### src/rtl/wb_write_arbiter_pkg.sv
// Shared types for the register-file write arbiter: address/data widths
// and the MDU result FIFO entry.
package wb_write_arbiter_pkg;

  localparam int REG_ADDR_W = 5;
  localparam int DATA_W     = 32;

  typedef struct packed {
    logic                  live;
    logic [REG_ADDR_W-1:0] a3;
    logic [DATA_W-1:0]     data;
    logic [DATA_W-1:0]     pc;
  } md_entry_t;

endpackage

### src/rtl/wb_write_arbiter_md_fifo.sv
// MDU result FIFO with per-entry squash-by-address; exposes the head,
// occupancy flags and the live/address view used for the pending mask.
module md_result_fifo
  import wb_write_arbiter_pkg::*;
#(
  parameter int DEPTH = 4
) (
  input  logic                                 clk,
  input  logic                                 reset,
  input  logic                                 push,
  input  md_entry_t                            push_entry,
  input  logic                                 pop,
  input  logic                                 squash,
  input  logic [REG_ADDR_W-1:0]                squash_a3,
  output md_entry_t                            head,
  output logic                                 empty,
  output logic                                 full,
  output logic [DEPTH-1:0]                     live_vec,
  output logic [DEPTH-1:0][REG_ADDR_W-1:0]     a3_vec
);

  localparam int PTR_W = $clog2(DEPTH);
  localparam logic [PTR_W:0] PTR_ONE = {{PTR_W{1'b0}}, 1'b1};

  logic [PTR_W:0] wr_ptr_r;
  logic [PTR_W:0] rd_ptr_r;
  md_entry_t      mem_r [DEPTH];

  // Storage and pointers; popped slots drop live so the mask only sees queued entries.
  always_ff @(posedge clk) begin
    if (!reset) begin
      wr_ptr_r <= '0;
      rd_ptr_r <= '0;
      for (int i = 0; i < DEPTH; i++) begin
        mem_r[i] <= '0;
      end
    end else begin
      for (int i = 0; i < DEPTH; i++) begin
        if (squash && (mem_r[i].a3 == squash_a3)) begin
          mem_r[i].live <= 1'b0;
        end
      end
      if (pop) begin
        mem_r[rd_ptr_r[PTR_W-1:0]].live <= 1'b0;
        rd_ptr_r <= rd_ptr_r + PTR_ONE;
      end
      // Written last so a same-cycle squash never kills the younger incoming entry.
      if (push) begin
        mem_r[wr_ptr_r[PTR_W-1:0]] <= push_entry;
        wr_ptr_r <= wr_ptr_r + PTR_ONE;
      end
    end
  end

  assign head  = mem_r[rd_ptr_r[PTR_W-1:0]];
  assign empty = (wr_ptr_r == rd_ptr_r);
  assign full  = (wr_ptr_r[PTR_W] != rd_ptr_r[PTR_W]) &&
                 (wr_ptr_r[PTR_W-1:0] == rd_ptr_r[PTR_W-1:0]);

  // Flatten entry state for the pending-mask reduction.
  always_comb begin
    live_vec = '0;
    a3_vec   = '0;
    for (int i = 0; i < DEPTH; i++) begin
      live_vec[i] = mem_r[i].live;
      a3_vec[i]   = mem_r[i].a3;
    end
  end

endmodule

### src/rtl/wb_write_arbiter.sv
// Register-file write port arbiter: WB always wins, queued MDU results
// drain into idle WB cycles, and a pending mask feeds the hazard unit.
module wb_write_arbiter
  import wb_write_arbiter_pkg::*;
#(
  parameter int MD_DEPTH = 4,
  parameter int CNT_W    = 32
) (
  input  logic                  clk,
  input  logic                  reset,
  input  logic                  wb_valid,
  input  logic [REG_ADDR_W-1:0] wb_a3,
  input  logic [DATA_W-1:0]     wb_data,
  input  logic [DATA_W-1:0]     wb_pc,
  input  logic                  md_valid,
  output logic                  md_ready,
  input  logic [REG_ADDR_W-1:0] md_a3,
  input  logic [DATA_W-1:0]     md_data,
  input  logic [DATA_W-1:0]     md_pc,
  output logic [REG_ADDR_W-1:0] A3,
  output logic [DATA_W-1:0]     RegData,
  output logic                  RegWrite,
  output logic [DATA_W-1:0]     Current_PC,
  output logic [CNT_W-1:0]      times_W,
  output logic [31:0]           pending
);

  localparam logic [CNT_W-1:0] CNT_ONE = {{(CNT_W-1){1'b0}}, 1'b1};

  md_entry_t                             head_s;
  md_entry_t                             push_entry_s;
  logic                                  empty_s;
  logic                                  full_s;
  logic                                  push_s;
  logic                                  pop_s;
  logic                                  squash_s;
  logic [MD_DEPTH-1:0]                   live_vec_s;
  logic [MD_DEPTH-1:0][REG_ADDR_W-1:0]   a3_vec_s;
  logic [31:0]                           pending_s;
  logic [CNT_W-1:0]                      cnt_r;

  assign md_ready     = ~full_s;
  assign push_s       = md_valid & ~full_s;
  assign pop_s        = ~wb_valid & ~empty_s;
  assign squash_s     = wb_valid & (wb_a3 != 5'd0);
  assign push_entry_s = '{live: 1'b1, a3: md_a3, data: md_data, pc: md_pc};

  md_result_fifo #(.DEPTH(MD_DEPTH)) u_fifo (
    .clk        (clk),
    .reset      (reset),
    .push       (push_s),
    .push_entry (push_entry_s),
    .pop        (pop_s),
    .squash     (squash_s),
    .squash_a3  (wb_a3),
    .head       (head_s),
    .empty      (empty_s),
    .full       (full_s),
    .live_vec   (live_vec_s),
    .a3_vec     (a3_vec_s)
  );

  // Commit-cycle counter and registered RF write port.
  always_ff @(posedge clk) begin
    if (!reset) begin
      cnt_r      <= '0;
      A3         <= '0;
      RegData    <= '0;
      RegWrite   <= 1'b0;
      Current_PC <= '0;
      times_W    <= '0;
    end else begin
      cnt_r <= cnt_r + CNT_ONE;
      if (wb_valid) begin
        A3         <= wb_a3;
        RegData    <= wb_data;
        Current_PC <= wb_pc;
        RegWrite   <= 1'b1;
        times_W    <= cnt_r;
      end else if (!empty_s) begin
        A3         <= head_s.a3;
        RegData    <= head_s.data;
        Current_PC <= head_s.pc;
        RegWrite   <= head_s.live;
        if (head_s.live) begin
          times_W <= cnt_r;
        end
      end else begin
        RegWrite <= 1'b0;
      end
    end
  end

  // Pending mask from queued live entries; r0 writes are harmless so bit 0 stays clear.
  always_comb begin
    pending_s = '0;
    for (int i = 0; i < MD_DEPTH; i++) begin
      pending_s[a3_vec_s[i]] = pending_s[a3_vec_s[i]] | live_vec_s[i];
    end
    pending_s[0] = 1'b0;
  end

  assign pending = pending_s;

endmodule

### config.mk
export PLATFORM = sky130hd
export DESIGN_NAME = wb_write_arbiter
export DESIGN_NICKNAME = d
export VERILOG_FILES = /design/src/rtl/wb_write_arbiter_pkg.sv /design/src/rtl/wb_write_arbiter_md_fifo.sv /design/src/rtl/wb_write_arbiter.sv
export SDC_FILE = /design/constraint.sdc
export NUM_CORES = 1
export LEC_CHECK = 0
export CORE_ASPECT_RATIO = 1.2
export CORE_MARGIN = 8
export CORE_UTILIZATION = 51
export DETAILED_ROUTE_END_ITERATION = 7
export PLACE_DENSITY = 0.85
export SETUP_SLACK_MARGIN = 0.1
export SYNTH_ARGS = -nofsm -noshare
export SYNTH_HDL_FRONTEND = slang
export SYNTH_HIERARCHICAL = 1
export SYNTH_SLANG_ARGS = --single-unit
### constraint.sdc
create_clock -name clk -period 4.1 [get_ports clk]
set_clock_uncertainty 0.05 [all_clocks]
set_input_delay 0.82 -clock clk [delete_from_list [all_inputs] [get_ports clk]]
set_output_delay 0.82 -clock clk [all_outputs]
set_load 0.01 [all_outputs]
; Word-level counts from Yosys, hierarchy flattened
; Memory sizes are Yosys's and may differ from the RTL's. A register that Yosys moved wholly into a read port is not among the register bits.
; Cells that the tools add are included.
[classes]
shifts = 0
div_mod_pow = 0
add_sub_neg = 3
eq_ne = 8
n_lt_le_gt_ge = 8
multipliers = 0
muxes = 57
reduce_logical = 13
bitwise_logic = 15
[ops]
columns = cell, count
row1 = $mux W32, 7
row2 = $bwmux W32, 3
row3 = $mux W70, 1
row4 = $reduce_or A70 Y1, 1
row5 = $mux W1, 33
row6 = $add A32 B1 Y32 const B, 1
row7 = $and A32 B32 Y32, 1
row8 = $lt A5 B6 Y1 const B, 4
row9 = $demux W1 S5, 4
row10 = $eq A5 B5 Y1, 4
row11 = $ge A5 B1 Y1 const B, 4
row12 = $bmux W1 S5, 3
row13 = $mux W5, 2
row14 = $logic_and A1 B1 Y1, 9
row15 = $mux W2, 4
row16 = $or A1 B1 Y1, 8
row17 = $add A3 B1 Y3 const B, 2
row18 = $reduce_bool A5 Y1, 1
row19 = $and A1 B1 Y1, 3
row20 = $eq A3 B3 Y1, 1
row21 = $not A1 Y1, 3
row22 = $eq A2 B2 Y1, 1
row23 = $ne A2 B2 Y1 const B, 1
row24 = $reduce_and A2 Y1, 1
row25 = 2 further kinds, 2
[word_totals]
out_inout_bits = 135
memories = 2
word_cells = 114
regBits = 140
input_bits = 142
latch_bits = 0
mem_bits_ro = 32
mem_bits_rw = 280
[memory_table]
columns = memory, depth, word_bits, rd, rd_ports_with_merged_regs, write_ports, line
row1 = u_fifo.mem_r, 4, 70, 5, 1, 5, wb_write_arbiter_md_fifo.sv:27  ; md_entry_t mem_r [DEPTH];
row2 = (name not given), 32, 1, 1, 0, 0, wb_write_arbiter.sv:98  ; pending_s[a3_vec_s[i]] = pending_s[a3_vec_s[i]] | live_vec_s[i];

; Longest topological paths before layout
; Gate-level depths: netlist (run 1).
; An unclocked memory read counts as a cell.
[depth]
word_depth = 18
depth_mapped = 17
ltp_nobuf = 11

; By module
; Netlist (run 1), hierarchy kept.
[by_module_without_submodules]
columns = mod, cells_each, n_inst, seq_area_each_um2, area_per_inst_um2
row1 = md_result_fifo, 798, 1, 8568.2, 13040.0
row2 = wb_write_arbiter, 1264, 1, 2682.6, 9346.5

; Least setup slack after synthesis (run 1)
; OpenSTA, ideal clock, no wires.
[synth_path]
path_kind = reg2out
from = mem u_fifo/mem_r[2][64] (netlist name)
to = out pending[11]
arrival_ns = 3.588
setup_slack_ns = -0.358
required_time_ns = 3.230
path_stages_with_launch = 17
n_path_buf = 6
cell_sequence = edfxtp_1 > buf_4 > clkbuf_1 > buf_2 > and2_1 > clkbuf_1 > nand4_1 > o221ai_1 > a2111oi_4 > o31ai_4 > o32a_1 > a2111o_1 > nor4b_1 > and4_1 > buf_2 > buf_4 > mux2i_1
[synth_lines]
columns = item, line
row1 = start: declaration, wb_write_arbiter_md_fifo.sv:27
row2 = end: declaration, wb_write_arbiter.sv:25  ; output logic [31:0] pending

==> flow_summary.ini, run 1 <==
[status]
status = finished with violations
violations = setup timing

[drt]
routed_wirelength_mm = 71.2
num_vias = 18100
firstDrtPassIters = 5
drcViolationCount = 0
first_iter_violations = 1594
wl_per_cell_um = 22.6
ant_nets = 0
routed_via_density = 5.74

[grt]
grt_overflow = 0
grt_start_max_net_pins = 80
gr-usage-all-layers_pct = 27.1
grt_pass1_wl_mm = 108
grt_pass1_vias = 18400
antenna_found_initial = 9

[timing]
setup_viol = 31
worstMarginPinSlew_ns = 1.09
post-route-period-util_pct = 132
rsz0062_at_grt = yes
timing.fmax_mhz = 185
whs_ns = 0.412
layout_setup_ws_ns = -1.32
report.final.slew_viol_count = 0
finalCriticalPeriod_ns = 5.42
max_slew_margin_pct = 27.5
finalHoldViolCount = 0

[clocking]
cts_max_level = 2
numCtsBuffers = 43
insertion_delay_ns = 0.57
clock_sink_count = 422
cts_tree = built
clk_pin_slew_ns = 0.06
cts_buffer_depth = 3
cts-root-buf = clkbuf_16

[worst_setup_path]
critPathArrivalTime_ns = 4.55
critical_path_peak_fanout = 12
endpoint_kind = primary output
worstRegToRegCells = 6
critPathKind = flop to primary output
cp.required_ns = 3.23
start_kind = flop
rrSetupSlack_ns = 1.13

[synth]
synthFlopType = edfxtp_1
async_flop_share_pct = 0
yosysTopAreaCell = edfxtp_1
syn_area_per_cell_um2 = 10.9
yosysMostFrequentCell = and2_1
netlist_instances = 2062
synth_top_area_share_pct = 37.6
ys_top_cells_by_count = 393 x and2_1, 280 x edfxtp_1, 245 x nand2_1
ys_warn_count = 6
syn_area_um2 = 22400
synth_cell_types = 83
ys_seq_area_share_pct = 50.3
synth.area.top_cells = edfxtp_1 38%, dfxtp_1 13%, and2_1 11%
ys_seq_elements = 422
synth_edf_count = 280

[power]
p_int_mw = 8.41
power_frac_comb_pct = 22.4
seqPwrFrac_pct = 43.5
switching_power_mw = 3.18
leakagePower_nw = 11.3
switching_share_pct = 27.4
vdd_drop_max_uv = 391
clkPwrFrac_pct = 34.1
p_per_area_nw_per_um2 = 396

[layout]
multi_input_area_um2 = 10500
syn_to_final_growth_pct = 30.7
regArea_um2 = 11300
nFillCells = 3156
drive_gt1_share_pct = 22.6
stdcell_count = 3143
fin_nets = 2698
final_area_um2 = 29300

[placement]
place_congestion = 1.03
place_hpwl_mm = 50.6
place_inst = 3029
portBuffers = 275
postPlaceCellArea_um2 = 27400

[floorplanning]
start_util_pct = 51.3
rows = 84
die_h_um = 246
dieArea_um2 = 50900
die_w_um = 207
coreArea_um2 = 43600
io-pin-count = 277

[flow_run]
maxCapViolCount = 0

[worst_hold_path]
whs_path_depth = 2
min-delay-path-class = flop to flop
[what timing repair did]
item,4_1_cts,5_1_grt
cloned,1,0
pin swaps,17,15
hold buffers,0,0
gates resized for setup,174,20
setup endpoints to repair,31,31
setup buffers,24,9
[worst max-delay path, cell delays in order (launching register included)]
cell	delay (ns)
edfxtp_1	0.38
buf_6	0.14
clkbuf_2	0.15
and3b_1	0.20
nand3_1	0.21
a31oi_4	0.19
buf_4	0.24
a311oi_1	0.51
o22a_1	0.23
nor2_1	0.06
a2111oi_1	0.46
a22oi_1	0.20
nor4b_4	0.26
and4_4	0.32
buf_8	0.14
buf_6	0.10
mux2i_1	0.06
buf_2	0.15
[cells by family after synthesis]
| group | count (synthesis) | share of synthesized area (%) |
|---|---|---|
| adders and majority gates | 9 | 0.503 |
| muxes | 151 | 10.7 |
| AOI/OAI and AO/OA | 327 | 9.73 |
| buffers and inverters | 188 | 4.53 |
| xor gates and xnor gates | 62 | 2.43 |
| and+or+nand+nor | 901 | 21.9 |
| DFF | 422 | 50.3 |
| other | 2 | 0.0335 |
[path summary, 6_finish.rpt]
path / startpoint / endpoint
worst max-delay path: u_fifo/mem_r[1][68] / pending[28]
worst min-delay path: times_W[8] / times_W[8]
worst max register to register: u_fifo/wr_ptr_r[0] / u_fifo/mem_r[3][29]
worst min register to register: times_W[8] / times_W[8]
[through the flow]
| stage | utilization, % | TNS [ns] | total power [mW] | worst slack, ns |
|---|---|---|---|---|
| floorplan | - | -6.47 | 6.71 | -0.228 |
| global placement | 62.9 | -31.82 | 7.60 | -1.09 |
| detailed placement | 62.9 | -31.95 | 7.66 | -1.11 |
| CTS | 66.7 | -36.26 | 11.6 | -1.28 |
| global route | 67.1 | -43.38 | 12.0 | -1.47 |
| finish | 67.1 | -38.38 | 11.6 | -1.32 |
[placed cells by master (no fill, tap or decap), types with 8 or more instances in the layout]
cell type,n
nand3_1,38
o21ai_0,93
and3_1,11
and2_1,392
a22oi_1,9
nor3_1,13
mux4_2,70
ha_1,9
nand2_1,241
nor2b_1,11
buf_6,14
nor3b_1,8
a21boi_0,36
clkbuf_1,11
nor4_1,8
clkdlybuf4s50_1,242
nor2_1,81
mux2i_1,81
buf_4,314
o221ai_1,9
inv_1,9
buf_12,13
a21oi_1,45
o22ai_1,10
nand4_1,16
nand3b_1,11
o211ai_1,14
a211oi_1,10
xor2_1,8
a31oi_1,9
buf_2,30
edfxtp_1,280
xnor2_1,53
dfxtp_1,140
clkbuf_16,43
a21oi_2,10
[final cells by class]
type,count,area share [%]
well taps,559,2.39
repair buffers,616,18.4
diodes,3,0.0257
flip-flops and latches,422,38.5
inverters,9,0.115
clock buffers,60,4.10
multi-input cells,1455,35.7
clock inverters,19,0.748
[power groups by stage]
stage | logic (mW) | registers, mW | clock network, mW
global placement | 2.49 | 5.11 | 0
detailed placement | 2.52 | 5.14 | 0
CTS | 2.58 | 5.05 | 4.01
floorplan | 1.64 | 5.07 | 0
global route | 2.76 | 5.08 | 4.18
finish | 2.59 | 5.05 | 3.95
[routing by layer]
| layer | track usage, % | vias to the layer above | share of wire, % |
|---|---|---|---|
| li1 | - | 8355 | - |
| met1 | 32.7 | 8719 | 39 |
| met5 | 0 | - | 0.055 |
| met3 | 5.42 | 192 | 7.1 |
| met2 | 46.6 | 784 | 49 |
| met4 | 12.1 | 6 | 4.7 |
[sequential cells by signal, summed over array words and instances (netlist names), named ones only]
register / count
times_W: 32
RegData: 32
RegWrite: 1
Current_PC: 32
A3: 5
u_fifo/rd_ptr_r: 3
u_fifo/wr_ptr_r: 3
u_fifo/mem_r: 280
cnt_r: 32
No activity file was read; power rests on OpenSTA's default activity.
==> run 2, diff against run 1 <==
Settings changed: CORE_UTILIZATION 51 to 58, DONT_BUFFER_PORTS set to 1, PLACE_DENSITY 0.85 to 0.84, SLEW_MARGIN set to 25.
==> run 2 against run 1 <==
Against the previous run: the run still ends with setup timing left; total power is 5.2% lower; worst hold slack worse by 0.049 ns; critical path depth unchanged; flip-flop and latch count did not move; clock-buffer cell count unchanged; die area decreased by 11%; via count decreased by 6.2%; utilization rose by 1.0 points.
==> flow_summary.ini, run 2 (synthesis gave the netlist of run 1 again) <==
[timing]
setup_viol = 31
post-route-period-util_pct = 127
max_slew_margin_pct = 46.9
layout_setup_ws_ns = -1.11
worstMarginPinSlew_ns = 0.796
rsz0062_at_grt = yes
finalHoldViolCount = 0
report.final.slew_viol_count = 0
timing.fmax_mhz = 192
finalCriticalPeriod_ns = 5.21

[drt]
first_iter_violations = 1491
firstDrtPassIters = 6
wl_met2_mm = 33.2
drt-met1-wl_mm = 26.3
num_vias = 16900
drcViolationCount = 0
routed_wirelength_mm = 67.6
ant_nets = 0
routed_via_density = 6.14
wl_met3_mm = 5.67
top_layer = met4
wl_per_cell_um = 24.5

[floorplanning]
dieArea_um2 = 45200
die_w_um = 195
coreArea_um2 = 38500
rows = 79
die_h_um = 231
start_util_pct = 58.2
io-pin-count = 277

[clocking]
clock_sink_count = 422
cts_buffer_depth = 3
insertion_delay_ns = 0.55
cts_tree = built
cts-root-buf = clkbuf_16
cts_max_level = 2
clk_pin_slew_ns = 0.06
numCtsBuffers = 40

[worst_setup_path]
critPathArrivalTime_ns = 4.34
worstRegToRegCells = 6
rrSetupSlack_ns = 1.08
start_kind = flop
regToRegStartpoint = u_fifo/rd_ptr_r[2]
critPathKind = flop to primary output
endpoint_kind = primary output
cp.required_ns = 3.23
rr_endpoint = u_fifo/mem_r[3][2]
critical_path_peak_fanout = 7

[grt]
grt_overflow = 0
grt_pass1_vias = 17100
grt_start_max_net_pins = 154
gr-usage-all-layers_pct = 29.0
antenna_found_initial = 1
grt_pass1_wl_mm = 101

[layout]
final_common_cell = and2_1
syn_to_final_growth_pct = 17.0
fin_nets = 2389
nFillCells = 2876
mostFrequentLayoutCells = 390 x and2_1, 293 x buf_4, 280 x edfxtp_1
utilization_pct = 68.1
largest_register_ffs = 280
top_register = u_fifo/mem_r
drive_gt1_share_pct = 23.0

[placement]
place_hpwl_mm = 47.8
place_congestion = 0.997
pre_cts_slack_ns = -0.724
portBuffers = 0

[power]
p_int_mw = 8.01
switching_power_mw = 2.98
switching_share_pct = 27.1
power_frac_comb_pct = 19.5
p_per_area_nw_per_um2 = 420
leakagePower_nw = 9.99
vdd_drop_max_uv = 446
clkPwrFrac_pct = 34.0
seqPwrFrac_pct = 46.5

[flow_run]
maxCapViolCount = 0

[worst_hold_path]
min-delay-path-class = primary input to flop
hold_end = A3[1]
whs_path_depth = 1
hp-start = reset

[status]
status = finished with violations
violations = setup timing
==> run 2: cell count changes in the layout (fill, tap and decap cells not counted), moves of 5 or more <==
| cell | previous run | this run |
|---|---|---|
| buf_12 | 13 | 6 |
| buf_6 | 14 | 9 |
| buf_4 | 314 | 293 |
| clkdlybuf4s50_1 | 242 | 0 |
| buf_2 | 30 | 1 |
==> run 2: worst max-delay path by stage <==
stage                   to  slack, ns           startpoint
2_1_floorplan  pending[11]      -0.23  u_fifo/mem_r[1][69]
4_1_cts         pending[1]      -1.05  u_fifo/mem_r[1][68]
6_report        pending[1]      -1.11  u_fifo/mem_r[1][64]
5_1_grt         pending[1]      -1.29  u_fifo/mem_r[1][68]
3_5_place_dp    pending[1]      -0.72  u_fifo/mem_r[1][65]
3_3_place_gp   pending[10]      -0.69  u_fifo/mem_r[1][65]
==> run 2: per-layer routing <==
layer  vias up  track usage [%]
met5         -                0
met4         0             10.0
met3       132             7.30
met2       782             50.1
met1      8290             34.9
li1       7737                -
==> run 2: layout make-up <==
type	count	area (um^2)	area share [%]
clock buffer	60	1170	4.47
antenna	2	5.00	0.0191
tap	486	608	2.32
sequential	422	11300	43.0
clock inverter	14	183	0.698
multi-input combinational	1455	10500	40.0
inverter	9	33.8	0.129
timing repair buffer	310	2440	9.32
==> run 2: worst max-delay path: stages, from the launching register on <==
cell and delay (ns):
edfxtp_1 0.44, buf_6 0.16, buf_4 0.16, or2_2 0.33, o211ai_1 0.18, buf_4 0.16
o2bb2ai_2 0.07, a2111oi_4 0.39, buf_4 0.18, nand4_1 0.18, nand4_1 0.17, a21oi_1 0.09
a2111o_1 0.34, nor4b_2 0.29, and4_4 0.29, buf_6 0.14, mux2i_1 0.08, buf_4 0.16
==> run 2: stage by stage <==
step                      hold slack, ns  cell area [um^2]  cells  power, mW  setup TNS [ns]
after floorplan                    0.383             22500   2065       6.71           -6.47
after global placement             0.397             24300   2650       7.20          -20.19
after detailed placement           0.409             24300   2650       7.26          -21.20
after CTS                          0.336             26000   2741       11.0          -31.42
after global routing               0.349             26200   2757       11.4          -38.61
final                              0.363             26200   2758       11.0          -32.92
==> run 2: power by group through the flow <==
stage | Sequential, mW | Clock, mW | Combinational, mW
4_1_cts | 5.12 | 3.79 | 2.11
5_1_grt | 5.15 | 3.95 | 2.28
3_3_place_gp | 5.18 | 0 | 2.01
2_1_floorplan | 5.07 | 0 | 1.64
3_5_place_dp | 5.21 | 0 | 2.05
6_report | 5.11 | 3.74 | 2.14
==> run 2: repair_timing <==
action	in CTS	in global routing
cloned	2	0
endpoints found under the setup margin	31	31
setup buffers	15	15
hold buffers	0	0
gates resized for setup	41	25
pin swaps	12	15
==> run 3, diff against run 2 <==
Settings changed: CORE_UTILIZATION 58 to 25, PLACE_DENSITY 0.84 to 0.48.
==> run 3 against run 2 <==
Against the previous run: the run still ends with setup timing left; clock power grew 21%; sequential power about the same; critical path type unchanged; wire length up 18%; via count down 1.7%.
==> flow_summary.ini, run 3 (synthesis gave the netlist of run 1 again) <==
[status]
violations = setup timing
status = finished with violations

[timing]
report.final.slew_viol_count = 0
finalHoldViolCount = 0
rsz0062_at_grt = yes
max_slew_margin_pct = 39.0
post-route-period-util_pct = 132
worstMarginPinSlew_ns = 0.915
finalCriticalPeriod_ns = 5.42
layout_setup_ws_ns = -1.32
timing.fmax_mhz = 185
setup_viol = 31

[grt]
grt_overflow = 0
gr-usage-all-layers_pct = 15.5
grt_pass1_vias = 17300
grt_pass1_wl_mm = 116
grt_start_max_net_pins = 154
antenna_found_initial = 3

[layout]
top_register = u_fifo/mem_r
drive_gt1_share_pct = 24.7
stdcell_count = 3484
syn_to_final_growth_pct = 23.7
fin_nets = 2434
final_area_um2 = 27700
largest_register_ffs = 280
final_common_cell = and2_1
mostFrequentLayoutCells = 392 x and2_1, 322 x buf_4, 280 x edfxtp_1

[worst_setup_path]
cp.required_ns = 3.23
critPathArrivalTime_ns = 4.55
endpoint_kind = primary output
start_kind = flop
critPathKind = flop to primary output
critical_path_peak_fanout = 18

[floorplanning]
coreArea_um2 = 89000
start_util_pct = 25.1
dieArea_um2 = 99400
die_w_um = 289
die_h_um = 344
io-pin-count = 277
rows = 120

[drt]
drcViolationCount = 0
routed_via_density = 4.78
drt-met1-wl_mm = 31.3
routed_wirelength_mm = 79.9
firstDrtPassIters = 5
num_vias = 16700
first_iter_violations = 953
top_layer = met5
wl_met3_mm = 5.22
wl_met2_mm = 40.6
ant_nets = 0
wl_per_cell_um = 22.9

[power]
vdd_drop_max_uv = 328
leakagePower_nw = 10.4
seqPwrFrac_pct = 42.8
power_frac_comb_pct = 19.1
p_int_mw = 8.63
switching_power_mw = 3.25
p_per_area_nw_per_um2 = 429
switching_share_pct = 27.4
clkPwrFrac_pct = 38.1

[worst_hold_path]
min-delay-path-class = primary input to flop

[clocking]
clk_pin_slew_ns = 0.07
cts-root-buf = clkbuf_16
insertion_delay_ns = 0.59
numCtsBuffers = 49
cts_tree = built
clock_sink_count = 422
cts_buffer_depth = 3
cts_max_level = 2

[placement]
place_hpwl_mm = 57.8
postPlaceCellArea_um2 = 25500
place_congestion = 0.927
portBuffers = 0
place_inst = 3367
pre_cts_slack_ns = -1.02

[flow_run]
maxCapViolCount = 0
==> run 3: cell count changes in the layout (fill, tap and decap cells not counted), sizes merged <==
cell      before  now
buf          310  346
clkinvlp       0    2
inv           11   13
clkinv        10   19
clkbuf        60   61
bufinv         2    5
==> run 3: metal layers <==
| metal | vias to the layer above | GRT usage [%] |
|---|---|---|
| li1 | 7822 | - |
| met1 | 8199 | 17.6 |
| met2 | 501 | 28.0 |
| met3 | 133 | 4.09 |
| met4 | 2 | 5.45 |
| met5 | - | 0 |
==> run 3: final timing paths <==
kind                       startpoint             endpoint  slack (ns)  cells after the start
setup / recovery  u_fifo/mem_r[1][67]          pending[28]       -1.32                     16
setup reg to reg   u_fifo/wr_ptr_r[0]  u_fifo/mem_r[3][40]        0.93                      6
hold reg to reg              cnt_r[0]             cnt_r[0]        0.42                      1
hold / removal               md_a3[3]  u_fifo/mem_r[2][67]        0.37                      1
==> run 3: final cells by class <==
cell class / count / area, um^2
clock buffer: 61 / 1370
fill: 9230 / 61300
tap: 1159 / 1450
clock inverter: 30 / 315
sequential: 422 / 11300
antenna: 2 / 5.00
multi-input combinational: 1455 / 10400
timing repair buffer: 346 / 2830
inverter: 9 / 33.8
==> run 3: per-stage QoR <==
step	setup TNS [ns]	hold slack [ns]	power, mW	util, %
global route	-43.62	0.297	12.4	31.1
CTS	-37.68	0.281	12.1	31.0
finish	-39.46	0.373	11.9	31.1
detailed placement	-30.04	0.411	7.46	28.7
global placement	-29.27	0.400	7.43	28.7
floorplan	-6.47	0.383	6.71	-
==> run 3: power groups by stage <==
stage          Clock [mW]  Combinational [mW]  Sequential, mW
6_report             4.53                2.27            5.08
5_1_grt              4.86                2.46            5.12
4_1_cts              4.71                2.32            5.10
3_5_place_dp            0                2.27            5.19
3_3_place_gp            0                2.26            5.17
2_1_floorplan           0                1.64            5.07
==> run 3: repair_timing <==
action	in CTS	in global routing
buffers inserted	13	9
hold buffers	0	0
hold endpoints to repair	0	0
pin swaps	8	8
gates cloned	2	0
endpoints found under the setup margin	31	31
resized for setup	44	13
==> run 3: worst max-delay path, stage by stage, from the launching register on <==
cell and delay, ns:
edfxtp_1 0.43, buf_6 0.16, buf_16 0.12, and3b_2 0.23, a21oi_1 0.17, a22oi_2 0.12, buf_4 0.16, o21ai_1 0.23
nor2_1 0.14, or4_4 0.60, nor4_4 0.40, o22ai_1 0.16, nor4b_2 0.29, and4_4 0.34, buf_12 0.16, mux2i_1 0.09
buf_4 0.15
